`src/rtl/ex_div.sv`:
```
// rtl/ex_div.sv - 32-bit signed/unsigned restoring radix-2 divider for the EX stage
// One quotient bit per cycle; the result is registered on the way out of END.
module ex_div (
    input  logic        clk,
    input  logic        rst,
    input  logic        signed_div_i,
    input  logic [31:0] opdata1_i,
    input  logic [31:0] opdata2_i,
    input  logic        start_i,
    input  logic        annul_i,
    output logic [63:0] result_o,
    output logic        ready_o,
    output logic        busy_o
);

    typedef enum logic [1:0] {
        S_IDLE,
        S_BY_ZERO,
        S_ON,
        S_END
    } state_t;

    state_t      state, state_next;
    logic [5:0]  cnt;
    logic [64:0] dividend;
    logic [31:0] divisor;
    logic        neg_quo;
    logic        neg_rem;
    logic [63:0] res;

    logic [31:0] mag1, mag2;
    logic [64:0] shifted;
    logic [33:0] trial;
    logic [64:0] step;
    logic [31:0] quo_fix, rem_fix;

    always_ff @(posedge clk) begin
        if (rst) begin
            state <= S_IDLE;
        end else begin
            state <= state_next;
        end
    end

    always_comb begin
        state_next = state;
        if (annul_i) begin
            state_next = S_IDLE;
        end else begin
            case (state)
                S_IDLE: begin
                    if (start_i) begin
                        state_next = (opdata2_i == 32'd0) ? S_BY_ZERO : S_ON;
                    end
                end
                S_BY_ZERO: state_next = S_END;
                S_ON: begin
                    if (cnt == 6'd31) begin
                        state_next = S_END;
                    end
                end
                S_END: begin
                    if (!start_i) begin
                        state_next = S_IDLE;
                    end
                end
                default: state_next = S_IDLE;
            endcase
        end
    end

    // Operand magnitudes; 0x80000000 negates to itself, which is the right unsigned magnitude.
    always_comb begin
        mag1 = (signed_div_i && opdata1_i[31]) ? (~opdata1_i + 32'd1) : opdata1_i;
        mag2 = (signed_div_i && opdata2_i[31]) ? (~opdata2_i + 32'd1) : opdata2_i;
    end

    // The trial subtract uses the full 33-bit partial remainder so divisors above 2^31 work.
    always_comb begin
        shifted = {dividend[63:0], 1'b0};
        trial   = {1'b0, shifted[64:32]} - {2'b00, divisor};
        step    = shifted;
        if (!trial[33]) begin
            step[64:32] = trial[32:0];
            step[0]     = 1'b1;
        end
        quo_fix = neg_quo ? (~step[31:0] + 32'd1) : step[31:0];
        rem_fix = neg_rem ? (~step[63:32] + 32'd1) : step[63:32];
    end

    always_ff @(posedge clk) begin
        if (rst) begin
            cnt      <= 6'd0;
            dividend <= 65'd0;
            divisor  <= 32'd0;
            neg_quo  <= 1'b0;
            neg_rem  <= 1'b0;
            res      <= 64'd0;
            result_o <= 64'd0;
            ready_o  <= 1'b0;
        end else if (annul_i) begin
            cnt      <= 6'd0;
            result_o <= 64'd0;
            ready_o  <= 1'b0;
        end else begin
            case (state)
                S_IDLE: begin
                    result_o <= 64'd0;
                    ready_o  <= 1'b0;
                    if (start_i) begin
                        cnt      <= 6'd0;
                        dividend <= {33'd0, mag1};
                        divisor  <= mag2;
                        neg_quo  <= signed_div_i && (opdata1_i[31] ^ opdata2_i[31]);
                        neg_rem  <= signed_div_i && opdata1_i[31];
                    end
                end
                S_BY_ZERO: begin
                    res <= 64'd0;
                end
                S_ON: begin
                    dividend <= step;
                    cnt      <= cnt + 6'd1;
                    if (cnt == 6'd31) begin
                        res <= {rem_fix, quo_fix};
                    end
                end
                S_END: begin
                    if (start_i) begin
                        result_o <= res;
                        ready_o  <= 1'b1;
                    end else begin
                        result_o <= 64'd0;
                        ready_o  <= 1'b0;
                    end
                end
                default: begin
                    result_o <= 64'd0;
                    ready_o  <= 1'b0;
                end
            endcase
        end
    end

    assign busy_o = (state == S_BY_ZERO) || (state == S_ON);

endmodule

```
`config.mk`:
```
export PLATFORM = sky130hd
export DESIGN_NAME = ex_div
export DESIGN_NICKNAME = d
export VERILOG_FILES = /design/src/rtl/ex_div.sv
export SDC_FILE = /design/constraint.sdc
export NUM_CORES = 1
export LEC_CHECK = 0
export ABC_AREA = 0
export BUFFER_PORTS_ARGS = -buffer_cell sky130_fd_sc_hd__buf_2
export CORE_MARGIN = 1.5
export CORE_UTILIZATION = 25
export DETAILED_ROUTE_END_ITERATION = 10
export PLACE_DENSITY = 0.44
export SYNTH_ARGS = -nofsm -noshare
export SYNTH_HDL_FRONTEND = slang
export SYNTH_SLANG_ARGS = --single-unit
export TNS_END_PERCENT = 30
```
`constraint.sdc`:
```
create_clock -name clk -period 15.2 [get_ports clk]
set_clock_uncertainty 0.2 [all_clocks]
set_input_delay 0.76 -clock clk [delete_from_list [all_inputs] [get_ports clk]]
set_output_delay 0.76 -clock clk [all_outputs]
set_load 0.01 [all_outputs]
```
==> impl_metrics.json <==
{
  "yosysSeqAreaShare_pct": 33.8,
  "area_delta_synth_final_pct": 16.2,
  "period_share_pct": 37.9,
  "required_ns": 15.46,
  "pin_count": 135,
  "cp.arrival_ns": 6.02,
  "max_stage_delay_ns": 0.81,
  "grt_max_degree": 77,
  "postCtsSetupBuffers": 0,
  "cap_viol_max_count": 0,
  "reg2reg_from": "dividend[49]$_SDFFE_PP0P_",
  "slowest_stage": "or2_1",
  "cts_tree": "done",
  "viasPerCell": 4.93,
  "tns_ns": 0,
  "ys_types": 83,
  "die_h_um": 239,
  "p_sw_w": 0.000473,
  "place_area_sq_um": 15200,
  "max_freq_ghz": 0.174,
  "vdd_ir_drop_max_mv": 0.0556,
  "grtUsageTotal_pct": 16.3,
  "p_leak_nw": 6.06,
  "synth_top_area_cell": "dfxtp_1",
  "whs_endpoint": "res[2]$_SDFFE_PP0P_",
  "nets": 1991,
  "critical_path.startpoint_type": "flip-flop",
  "clkPwrFrac_pct": 43.9,
  "fin_cells": 2651,
  "dp.cells": 2597,
  "min_from": "res[2]$_SDFFE_PP0P_",
  "vias": 13100,
  "numCtsBuffers": 29,
  "drv_slew": 0,
  "status": "complete, no violations",
  "fp.coreArea_sq_um": 55100,
  "drtIter0Drc": 774,
  "clock_latency_ns": 0.57,
  "cp_top_family": "compound AO/OA/AOI/OAI gates",
  "hold_violations": 0,
  "worstRegToRegCells": 17,
  "ys_ff_latch": 235,
  "min_period_ns": 5.76,
  "root_buffer": "clkbuf_16",
  "hold_class": "reg2reg",
  "path_clk_slew_ns": 0.06,
  "power_density_nw_per_um2": 99.6,
  "die_width_um": 239,
  "ys.flop_type": "dfxtp_1",
  "hpwlAfterDp_um": 35500,
  "cts.path.max_buffers": 3,
  "synth_area_leaders": "dfxtp_1 34%, nor2_1 7.0%, a22oi_1 6.4%",
  "cts_num_sinks": 235,
  "yosysMostFrequentCell": "nor2_1",
  "p_seq_share_pct": 39.9,
  "holdPathStages": 2,
  "setup_viol": 0,
  "r2r_setup_slack_ns": 9.44,
  "crit_path_end_kind": "flip-flop",
  "initial_utilization_pct": 25.2,
  "wl_per_cell_um": 17.8,
  "synth_area_sq_um": 13900,
  "antenna_found_initial": 6,
  "io_buffers": 134,
  "htreeDepth": 1,
  "drtAntennaViolNets": 0,
  "rr_endpoint": "res[62]$_SDFFE_PP0P_",
  "grt_pass1_vias": 12200,
  "drc_errors": 0,
  "num_rows": 86,
  "synth_edf_count": 0,
  "cp_num_buf_inv": 1,
  "crit_type": "reg2reg",
  "postSynthCellCount": 1821,
  "postSynthAreaPerCell_sq_um": 7.64,
  "ctsResizeCount": 0,
  "swShare_pct": 29.4,
  "yosys_warnings": 0,
  "drtPass1Iterations": 5,
  "p_comb_share_pct": 16.2,
  "cp_max_fo": 26,
  "drive_gt1_share_pct": 12.6,
  "final_area_sq_um": 16200,
  "rsz0062_at_grt": "false",
  "syn_nets": 1932,
  "die_area_sq_um": 57100,
  "synthArstFlopShare_pct": 0,
  "gp_congestion": 0.816,
  "cp_cell_sequence": "ha_1 -> a21oi_1 -> o21ai_1 -> a31oi_1 -> o21ai_0 -> or2_1 -> buf_4 -> nand2_1 -> o21ai_0 -> ha_1 -> nand2_1 -> nand4b_1 -> o311a_1 -> or4_1 -> o31ai_1 -> xnor2_1 -> a22o_1",
  "routed_wl_um": 47200,
  "grt_pass1_wl_um": 74000,
  "yosysTopAreaCellShare_pct": 33.8,
  "postCtsHoldBufs": 0,
  "grt.overflow.total": 0,
  "p_int_w": 0.00114,
  "relSlewSlack_pct": 20.8,
  "ys_top_cells_by_count": "259 x nor2_1, 235 x dfxtp_1, 226 x nand2_1",
  "worst_slew_pin_slew_ns": 1.19
}
==> through the flow <==
stage / utilization, % / hold WS (ns) / setup slack, ns / power (W)
after floorplan: - / 0.232 / 10.21 / 0.000833
after global placement: 27.6 / 0.251 / 9.58 / 0.000915
after detailed placement: 27.6 / 0.255 / 9.51 / 0.000916
after CTS: 29.3 / 0.263 / 9.47 / 0.00163
after global routing: 29.3 / 0.280 / 8.90 / 0.00169
final: 29.3 / 0.262 / 9.44 / 0.00161
==> cells in the final DEF (no fill, tap or decap), types with 17 or more instances in the layout <==
master       n
a211oi_1    34
a21oi_1    128
a22o_1      26
a22oi_1    119
buf_2      133
buf_4       17
clkbuf_16   29
dfxtp_1    235
ha_1        39
inv_1       56
nand2_1    226
nand3_1     24
nor2_1     253
nor3_1      35
nor4_1      18
o21ai_0     97
o31ai_1     21
or3_1       23
xnor2_1     83
xor2_1      50
==> cell type report <==
cell class | count | area, sq um
diodes | 1 | 2.50
well taps | 748 | 936
repair buffers | 150 | 793
flip-flops and latches | 235 | 4700
clock buffers | 39 | 803
multi-input cells | 1406 | 8540
fillers | 6056 | 38900
inverters | 58 | 218
clock inverters | 14 | 168
==> worst min-delay path, delay by kind of cell (launching register included) <==
| kind | cells | cell delay (ns) |
|---|---|---|
| and+or+nand+nor | 1 | 0.05 |
| DFF | 1 | 0.31 |
| AOI/OAI and AO/OA | 1 | 0.05 |
==> cells by family after synthesis <==
family,count (synthesis),synth area share (%)
compound gates,541,26.2
xor+xnor,133,8.38
fa+ha+maj,42,3.83
buf+inv,180,5.03
flops,235,33.8
mux,10,0.747
simple gates,680,22.0
==> worst max path at each step <==
| stage | startpoint | to | cells after the start |
|---|---|---|---|
| after global placement | dividend[45]$_SDFFE_PP0P_ | res[62]$_SDFFE_PP0P_ | 17 |
| after global routing | dividend[49]$_SDFFE_PP0P_ | res[62]$_SDFFE_PP0P_ | 17 |
| after CTS | dividend[49]$_SDFFE_PP0P_ | res[62]$_SDFFE_PP0P_ | 17 |
| after detailed placement | dividend[49]$_SDFFE_PP0P_ | res[62]$_SDFFE_PP0P_ | 17 |
| after floorplan | divisor[14]$_SDFFE_PP0P_ | res[62]$_SDFFE_PP0P_ | 22 |
| final | dividend[49]$_SDFFE_PP0P_ | res[62]$_SDFFE_PP0P_ | 17 |
==> power by group through the flow <==
stage | Combinational, W | Sequential [W] | Clock, W
final | 0.000260 | 0.000643 | 0.000707
after global routing | 0.000291 | 0.000645 | 0.000757
after CTS | 0.000261 | 0.000643 | 0.000729
after detailed placement | 0.000260 | 0.000656 | 0
after global placement | 0.000260 | 0.000655 | 0
after floorplan | 0.000183 | 0.000650 | 0
==> flip-flops by register name, summed over array words and instances, names as in the netlist <==
name      flops
state         2
divisor      32
result_o     64
cnt           6
neg_quo       1
ready_o       1
dividend     64
neg_rem       1
res          64
==> per-layer routing <==
| metal | up-vias | wire length [um] | global-route usage (%) |
|---|---|---|---|
| met5 | - | 61 | 0 |
| met4 | 10 | 717 | 3.26 |
| met3 | 53 | 2410 | 2.48 |
| met2 | 285 | 19400 | 23.7 |
| met1 | 6084 | 24600 | 24.9 |
| li1 | 6635 | - | - |
No activity file was read; power rests on OpenSTA's default activity.
